$ cat src/rtl/muldiv_unit_pkg.sv
// muldiv_unit_pkg
//   Shared constants and types for the RV32M multiply/divide unit.
//   - MD_* : funct3 encodings of the M-extension operations
//   - M_EXT : funct7 value that selects the M extension in decode
//   - ALU_* : ALU operation codes used by decode to route work to this unit
//   - md_state_t : control states of the iterative engine
//   - md_is_div : true for the four divide/remainder operations
package muldiv_unit_pkg;

  localparam logic [2:0] MD_MUL    = 3'b000;
  localparam logic [2:0] MD_MULH   = 3'b001;
  localparam logic [2:0] MD_MULHSU = 3'b010;
  localparam logic [2:0] MD_MULHU  = 3'b011;
  localparam logic [2:0] MD_DIV    = 3'b100;
  localparam logic [2:0] MD_DIVU   = 3'b101;
  localparam logic [2:0] MD_REM    = 3'b110;
  localparam logic [2:0] MD_REMU   = 3'b111;

  localparam logic [6:0] M_EXT = 7'b0000001;

  localparam logic [4:0] ALU_MUL    = 5'd16;
  localparam logic [4:0] ALU_MULH   = 5'd17;
  localparam logic [4:0] ALU_MULHSU = 5'd18;
  localparam logic [4:0] ALU_MULHU  = 5'd19;
  localparam logic [4:0] ALU_DIV    = 5'd20;
  localparam logic [4:0] ALU_DIVU   = 5'd21;
  localparam logic [4:0] ALU_REM    = 5'd22;
  localparam logic [4:0] ALU_REMU   = 5'd23;

  typedef enum logic [1:0] {
    IDLE  = 2'd0,
    CALC  = 2'd1,
    FIXUP = 2'd2,
    DONE  = 2'd3
  } md_state_t;

  function automatic logic md_is_div(input logic [2:0] op);
    return op[2];
  endfunction

endpackage

$ cat src/rtl/muldiv_unit_if.sv
// muldiv_unit_if
//   Request/response bundle between the execute stage and the mul/div unit.
//   Request : in_valid, in_ready, in_op (funct3), in_a, in_b
//   Response: out_valid, out_ready, out_result
//   master = requester (execute stage), slave = muldiv_unit.
interface muldiv_unit_if #(
  parameter int WIDTH = 32
);

  logic             in_valid;
  logic             in_ready;
  logic [2:0]       in_op;
  logic [WIDTH-1:0] in_a;
  logic [WIDTH-1:0] in_b;
  logic             out_valid;
  logic             out_ready;
  logic [WIDTH-1:0] out_result;

  modport master (
    output in_valid, in_op, in_a, in_b, out_ready,
    input  in_ready, out_valid, out_result
  );

  modport slave (
    input  in_valid, in_op, in_a, in_b, out_ready,
    output in_ready, out_valid, out_result
  );

endinterface

$ cat src/rtl/muldiv_unit_sign_prep.sv
// muldiv_sign_prep
//   Combinational operand conditioning for the mul/div engine.
//   Ports: op (funct3), a, b (raw operands) ->
//          mag_a, mag_b (magnitudes, raw value for unsigned operands),
//          neg_result (final result must be negated in FIXUP).
module muldiv_sign_prep
  import muldiv_unit_pkg::*;
#(
  parameter int WIDTH = 32
) (
  input  logic [2:0]       op,
  input  logic [WIDTH-1:0] a,
  input  logic [WIDTH-1:0] b,
  output logic [WIDTH-1:0] mag_a,
  output logic [WIDTH-1:0] mag_b,
  output logic             neg_result
);

  logic a_signed;
  logic b_signed;
  logic a_neg;
  logic b_neg;

  // MUL only keeps the low half, which is identical for signed and unsigned
  // operands, so it runs unsigned. MULHSU treats only rs1 as signed. A
  // remainder takes the sign of the dividend; everything else is negative
  // when exactly one operand is.
  always_comb begin
    a_signed   = (op == MD_MULH) || (op == MD_MULHSU) || (op == MD_DIV) || (op == MD_REM);
    b_signed   = (op == MD_MULH) || (op == MD_DIV) || (op == MD_REM);
    a_neg      = a_signed && a[WIDTH-1];
    b_neg      = b_signed && b[WIDTH-1];
    mag_a      = a_neg ? (~a + 1'b1) : a;
    mag_b      = b_neg ? (~b + 1'b1) : b;
    neg_result = (op == MD_REM) ? a_neg : (a_neg ^ b_neg);
  end

endmodule

$ cat src/rtl/muldiv_unit.sv
// muldiv_unit
//   Iterative RV32M multiply/divide unit: one bit per cycle shift-add
//   multiply and restoring divide over WIDTH cycles, then a sign fixup cycle.
//   Ports: clk, rst (sync, active-high), flush (kills any in-flight op),
//          bus (muldiv_unit_if.slave: request in_*, response out_*).
//   Divide-by-zero and signed overflow are resolved at accept and answered
//   on the next cycle.
module muldiv_unit
  import muldiv_unit_pkg::*;
#(
  parameter int WIDTH = 32
) (
  input  logic         clk,
  input  logic         rst,
  input  logic         flush,
  muldiv_unit_if.slave bus
);

  localparam int CNT_W = $clog2(WIDTH);

  md_state_t        state;
  md_state_t        state_next;
  logic [CNT_W-1:0] counter;
  logic [2:0]       op_q;
  logic             neg_q;
  logic [WIDTH-1:0] hi;
  logic [WIDTH-1:0] lo;
  logic [WIDTH-1:0] mcand;
  logic [WIDTH-1:0] out_result_q;

  logic [WIDTH-1:0] mag_a;
  logic [WIDTH-1:0] mag_b;
  logic             prep_neg;
  logic             accept;
  logic             special;
  logic [WIDTH-1:0] special_result;

  logic [WIDTH:0]     mul_sum;
  logic [WIDTH:0]     div_shift;
  logic [WIDTH+1:0]   div_diff;
  logic               div_ge;
  logic [WIDTH-1:0]   step_hi;
  logic [WIDTH-1:0]   step_lo;
  logic [2*WIDTH-1:0] product;
  logic [WIDTH-1:0]   fix_result;

  muldiv_sign_prep #(.WIDTH(WIDTH)) u_sign_prep (
    .op         (bus.in_op),
    .a          (bus.in_a),
    .b          (bus.in_b),
    .mag_a      (mag_a),
    .mag_b      (mag_b),
    .neg_result (prep_neg)
  );

  // A request is taken only from IDLE and never in a flush cycle. Division by
  // zero and most-negative / -1 are answered directly without iterating.
  always_comb begin
    accept         = bus.in_valid && (state == IDLE) && !flush;
    special        = 1'b0;
    special_result = '0;
    if (md_is_div(bus.in_op) && (bus.in_b == '0)) begin
      special        = 1'b1;
      special_result = bus.in_op[1] ? bus.in_a : '1;
    end else if (((bus.in_op == MD_DIV) || (bus.in_op == MD_REM)) &&
                 (bus.in_a == {1'b1, {(WIDTH-1){1'b0}}}) && (bus.in_b == '1)) begin
      special        = 1'b1;
      special_result = bus.in_op[1] ? '0 : bus.in_a;
    end
  end

  // State register.
  always_ff @(posedge clk) begin
    if (rst) begin
      state <= IDLE;
    end else begin
      state <= state_next;
    end
  end

  // Next-state logic; flush beats everything, including a held result.
  always_comb begin
    state_next = state;
    if (flush) begin
      state_next = IDLE;
    end else begin
      case (state)
        IDLE:    if (accept) state_next = special ? DONE : CALC;
        CALC:    if (counter == '0) state_next = FIXUP;
        FIXUP:   state_next = DONE;
        DONE:    if (bus.out_ready) state_next = IDLE;
        default: state_next = IDLE;
      endcase
    end
  end

  // Handshake outputs are pure functions of the state.
  always_comb begin
    bus.in_ready   = (state == IDLE);
    bus.out_valid  = (state == DONE);
    bus.out_result = out_result_q;
  end

  // One iteration of the engine. Multiply keeps {hi,lo} as the running
  // product with the multiplier shifting out of lo. Divide shifts {hi,lo}
  // left, hi being the partial remainder and lo collecting quotient bits;
  // hi always stays below the divisor so the restored value fits in WIDTH.
  always_comb begin
    mul_sum   = {1'b0, hi} + (lo[0] ? {1'b0, mcand} : '0);
    div_shift = {hi, lo[WIDTH-1]};
    div_diff  = {1'b0, div_shift} - {2'b00, mcand};
    div_ge    = !div_diff[WIDTH+1];
    if (md_is_div(op_q)) begin
      step_hi = div_ge ? WIDTH'(div_diff) : WIDTH'(div_shift);
      step_lo = {lo[WIDTH-2:0], div_ge};
    end else begin
      step_hi = mul_sum[WIDTH:1];
      step_lo = {mul_sum[0], lo[WIDTH-1:1]};
    end
  end

  // Sign fixup: the product is negated at full double width before the half
  // is picked; quotient and remainder are negated on their own.
  always_comb begin
    product = neg_q ? (~{hi, lo} + 1'b1) : {hi, lo};
    case (op_q)
      MD_MUL:                        fix_result = product[WIDTH-1:0];
      MD_MULH, MD_MULHSU, MD_MULHU:  fix_result = product[2*WIDTH-1:WIDTH];
      MD_DIV, MD_DIVU:               fix_result = neg_q ? (~lo + 1'b1) : lo;
      default:                       fix_result = neg_q ? (~hi + 1'b1) : hi;
    endcase
  end

  // Datapath registers. Operands are captured only at accept, so later
  // changes on the request bus have no effect on the running operation.
  always_ff @(posedge clk) begin
    if (rst) begin
      counter      <= '0;
      op_q         <= MD_MUL;
      neg_q        <= 1'b0;
      hi           <= '0;
      lo           <= '0;
      mcand        <= '0;
      out_result_q <= '0;
    end else if (!flush) begin
      case (state)
        IDLE: begin
          if (accept) begin
            op_q    <= bus.in_op;
            neg_q   <= prep_neg;
            hi      <= '0;
            lo      <= md_is_div(bus.in_op) ? mag_a : mag_b;
            mcand   <= md_is_div(bus.in_op) ? mag_b : mag_a;
            counter <= CNT_W'(WIDTH - 1);
            if (special) out_result_q <= special_result;
          end
        end
        CALC: begin
          hi <= step_hi;
          lo <= step_lo;
          if (counter != '0) counter <= counter - 1'b1;
        end
        FIXUP: out_result_q <= fix_result;
        default: ;
      endcase
    end
  end

endmodule
$ cat src/flat_wrapper.sv
// flat-port wrapper written by rule: the top's interface ports become plain ports
module muldiv_unit_flat import muldiv_unit_pkg::*;
#(
  parameter int WIDTH = 32
)
  (clk, rst, flush, bus_in_valid, bus_in_op, bus_in_a, bus_in_b, bus_out_ready, bus_in_ready, bus_out_valid, bus_out_result);
  muldiv_unit_if #(.WIDTH(WIDTH)) bus_i ();
  input  logic clk;
  input  logic rst;
  input  logic flush;
  input wire logic [$bits(bus_i.in_valid)-1:0] bus_in_valid;
  input wire logic [$bits(bus_i.in_op)-1:0] bus_in_op;
  input wire logic [$bits(bus_i.in_a)-1:0] bus_in_a;
  input wire logic [$bits(bus_i.in_b)-1:0] bus_in_b;
  input wire logic [$bits(bus_i.out_ready)-1:0] bus_out_ready;
  output wire logic [$bits(bus_i.in_ready)-1:0] bus_in_ready;
  output wire logic [$bits(bus_i.out_valid)-1:0] bus_out_valid;
  output wire logic [$bits(bus_i.out_result)-1:0] bus_out_result;
  assign bus_i.in_valid = bus_in_valid;
  assign bus_i.in_op = bus_in_op;
  assign bus_i.in_a = bus_in_a;
  assign bus_i.in_b = bus_in_b;
  assign bus_i.out_ready = bus_out_ready;
  assign bus_in_ready = bus_i.in_ready;
  assign bus_out_valid = bus_i.out_valid;
  assign bus_out_result = bus_i.out_result;
  muldiv_unit #(.WIDTH(WIDTH)) u_core (.clk(clk), .rst(rst), .flush(flush), .bus(bus_i));
endmodule
$ cat config.mk
export PLATFORM = sky130hd
export DESIGN_NAME = muldiv_unit_flat
export DESIGN_NICKNAME = d
export VERILOG_FILES = /design/src/rtl/muldiv_unit_pkg.sv /design/src/rtl/muldiv_unit_if.sv /design/src/rtl/muldiv_unit_sign_prep.sv /design/src/rtl/muldiv_unit.sv /design/src/flat_wrapper.sv
export SDC_FILE = /design/constraint.sdc
export NUM_CORES = 1
export LEC_CHECK = 0
export ABC_AREA = 0
export CAP_MARGIN = 20
export CORE_ASPECT_RATIO = 0.8
export CORE_MARGIN = 2
export CORE_UTILIZATION = 45
export DETAILED_ROUTE_END_ITERATION = 6
export PLACE_DENSITY_LB_ADDON = 0.3
export REMOVE_ABC_BUFFERS = 1
export SETUP_SLACK_MARGIN = 0.4
export SYNTH_ARGS = -nofsm -noshare
export SYNTH_HDL_FRONTEND = slang
export SYNTH_SLANG_ARGS = --single-unit
$ cat constraint.sdc
create_clock -name clk -period 3.6 [get_ports clk]
set_clock_uncertainty 0.2 [all_clocks]
set_input_delay 0.54 -clock clk [delete_from_list [all_inputs] [get_ports clk]]
set_output_delay 0.54 -clock clk [all_outputs]
set_load 0.05 [all_outputs]
==> out/summary.txt <==
Pint: 3.60 mW
Die ar.: 0.0344 mm2
Nets: 2,494
Clock root buffer: clkbuf_16
Diodes inserted: 0
Grt ovf: 0
R2R Setup Slk: 0.39 ns
RSZ-0062 raised after global routing: yes
Layout cells sized above 1: 0.204
Latest clock arrival within the worst-skew pair: 0.46 ns
DR iter-0 viols: 2,256
Crit path to: u_core.hi[30]$_SDFFE_PP0P_
Die height: 166 um
GPL Wtd Cong: 1.01
Inserted Clock Buffers: 17
Number of synthesized flops with an enable pin: 0
Clock group share of total power: 0.354
Setup WS post-layout: 0.389 ns
Vias in the first global route: 15,900
Final Cycle Share: 0.892
Critical path buffers and inverters: 7
R2R cell count: 17
All-Layer GR Usage: 0.341
Final Hold Violating Endpoints: 0
CP startpoint kind: register
Slew @ Worst Pin: 0.856 ns
Hold_buf cts: 0
Final setup fails: 0
Port Buf Inserts: 105
Initial core utilization: 0.457
Logic gate share of total power: 0.339
Initial antenna violation count: 1
Top cells by area, synth: dfxtp_1, nor2_1, ha_1
Final HPWL DP: 46,500 um
Register bit total from synthesis: 139
Synth unique cells: 88
Clk pin slew, worst setup/hold paths: 0.06 ns
DIE WIDTH: 207 um
Net switching power: 1.92 mW
Slowest-stage cell, CP: dfxtp_4
CTS tree: done
Ports: 106
Core area: 0.0325 mm2
Number of nets with antenna violations after routing: 0
Final slew viol count: 0
Synth Cell Area: 0.0148 mm2
Most common cell in the synthesized netlist: nor2_1
DRT Pass-1 Iters: 6
Setup crit start: u_core.lo[0]$_SDFFE_PP0P_
Async set-reset flop share out of synthesis: 0
Max cap viols: 0
Register area share after synthesis: 0.188
Largest net degree at the start of global routing: 95
Vias per cell: 6.37
Crit path arrival time: 3.35 ns
First-pass GRT wire length: 91,400 um
Final wirelength: 61,100 um
Area Growth Syn to Fin: 30.5%
Worst VDD drop: 0.331 mV
Worst setup EP type: register
RR Startpoint: u_core.lo[0]$_SDFFE_PP0P_
Average wire per standard cell: 21.9 um
Family with the most delay on the worst path: buffers and inverters
CP max FO: 8
Total power: 5.52 mW
CTS max path bufs: 2
WP depth: 17
Finished Core Util: 0.596
Sequential share of power: 0.307
Via Count: 17,700
Setup Total Neg Slack: 0 ns
Worst Setup Path Type: register to register
WP data required: 3.74 ns
Sw Ratio: 0.347
Core Rows: 59
Relative slew slack: 0.429
Residual DRC count: 0
Hold Crit Class: register to register
Synth top area share: 0.188
Tmin final: 3.21 ns
Yosys warnings: 0
CP Cell Sequence: inv_6 > buf_12 > buf_4 > buf_6 > buf_6 > buf_8 > nor2_4 > ha_4 > a21o_1 > a21oi_2 > nor2_2 > nor4_2 > o41ai_2 > buf_4 > nor3_4 > o21ai_1 > a32o_1
Peak Freq: 0.311 GHz
Pre-CTS WS: -0.266 ns
Syn avg cell area: 7.06 um2
Critical R2R Capture: u_core.hi[30]$_SDFFE_PP0P_
Area leader, netlist: dfxtp_1
Synth top cells by count: nor2_1, nand2_1, a21oi_1
Synth Flop Type: dfxtp_1
H-tree levels: 4
Pwr dens: 285 mW/mm2
Slowest cell delay on critical path: 0.38 ns
Status: finished, final reports clean
P_leak: 7.85 nW
CTS sink count: 139
Post-Syn Instances: 2,101
cells by family after synthesis:
kind of cell / after synthesis / share of synthesized area
AO/OA/AOI/OAI: 666 / 0.296
XOR/XNOR: 174 / 0.103
adder cells (fa/ha/maj): 77 / 0.0660
buffers and inverters: 233 / 0.0615
flip-flops: 139 / 0.188
multiplexers: 74 / 0.0518
AND/OR/NAND/NOR: 738 / 0.234
tightest hold or removal path: cells and delay by family, from the launching register on:
kind / cells / cell delay [ns]
simple gates: 1 / 0.05
compound gates: 1 / 0.05
flops: 1 / 0.31
flip-flops by register name, indices dropped and copies added, names as in the netlist:
name,cells
u_core.lo,32
u_core.hi,32
u_core.op_q,3
u_core.mcand,32
u_core.state,2
u_core.counter,5
u_core.bus.out_result,32
u_core.neg_q,1
power by group through the flow:
stage	clock [mW]	sequential, mW	combinational, mW
CTS	1.95	1.69	1.75
detailed placement	0	1.72	1.71
global placement	0	1.71	1.69
global route	2.02	1.70	2.00
floorplan	0	1.72	0.995
finish	1.95	1.69	1.87
cell usage in the layout (no fill, tap or decap), types with 26 or more instances in the layout:
master / n
a21o_1: 33
nor3_1: 47
inv_1: 77
nor2_1: 254
o21ai_0: 122
ha_1: 57
nand3_1: 36
o31ai_1: 26
o211ai_1: 31
mux2i_1: 52
nand2_1: 194
a211oi_1: 54
dfxtp_1: 129
xnor2_1: 83
clkdlybuf4s50_1: 93
a31oi_1: 34
a21oi_1: 161
buf_4: 252
xor2_1: 89
worst min-delay path by stage:
stage | from | end | slack, ns | cells past startpoint
2_1_floorplan | u_core.mcand[10]$_SDFFE_PP0P_ | u_core.mcand[10]$_SDFFE_PP0P_ | 0.23 | 2
4_1_cts | rst | u_core.mcand[13]$_SDFFE_PP0P_ | 0.25 | 2
6_report | u_core.mcand[28]$_SDFFE_PP0P_ | u_core.mcand[28]$_SDFFE_PP0P_ | 0.25 | 2
5_1_grt | u_core.mcand[22]$_SDFFE_PP0P_ | u_core.mcand[22]$_SDFFE_PP0P_ | 0.27 | 2
3_5_place_dp | u_core.mcand[22]$_SDFFE_PP0P_ | u_core.mcand[22]$_SDFFE_PP0P_ | 0.25 | 2
3_3_place_gp | u_core.mcand[30]$_SDFFE_PP0P_ | u_core.mcand[30]$_SDFFE_PP0P_ | 0.24 | 2
per-stage QoR:
step                hold WS [ns]  area (um2)  instances
floorplan                  0.226       14200       1951
finish                     0.254       19400       2784
detailed placement         0.246       17800       2729
CTS                        0.255       18600       2767
global placement           0.243       17800       2729
global route               0.269       19400       2784
layout make-up:
| class | instances | area (um2) |
|---|---|---|
| Fill cell | 3010 | 13100 |
| Multi-Input combinational cell | 1729 | 11800 |
| Timing Repair Buffer | 375 | 3300 |
| Sequential cell | 139 | 2800 |
| Tap cell | 427 | 534 |
| Clock buffer | 24 | 482 |
| Inverter | 83 | 317 |
| Clock inverter | 7 | 138 |
metal layers:
| layer | share of wire | wire length (um) | GRT usage | vias up |
|---|---|---|---|---|
| li1 | - | - | - | 8128 |
| met1 | 0.45 | 27500 | 0.516 | 8514 |
| met2 | 0.42 | 25500 | 0.479 | 979 |
| met3 | 0.10 | 6330 | 0.0648 | 109 |
| met4 | 0.028 | 1740 | 0.105 | 2 |
| met5 | 0.00021 | 13 | 0 | - |
repair_timing:
item | 4_1_cts | 5_1_grt
buffers inserted | 6 | 15
resized for setup | 40 | 130
pin swaps | 14 | 53
endpoints found under the setup margin | 64 | 73
cloned | 1 | 2
endpoints found under the hold margin | 0 | 0
No activity file was read; power rests on OpenSTA's default activity.
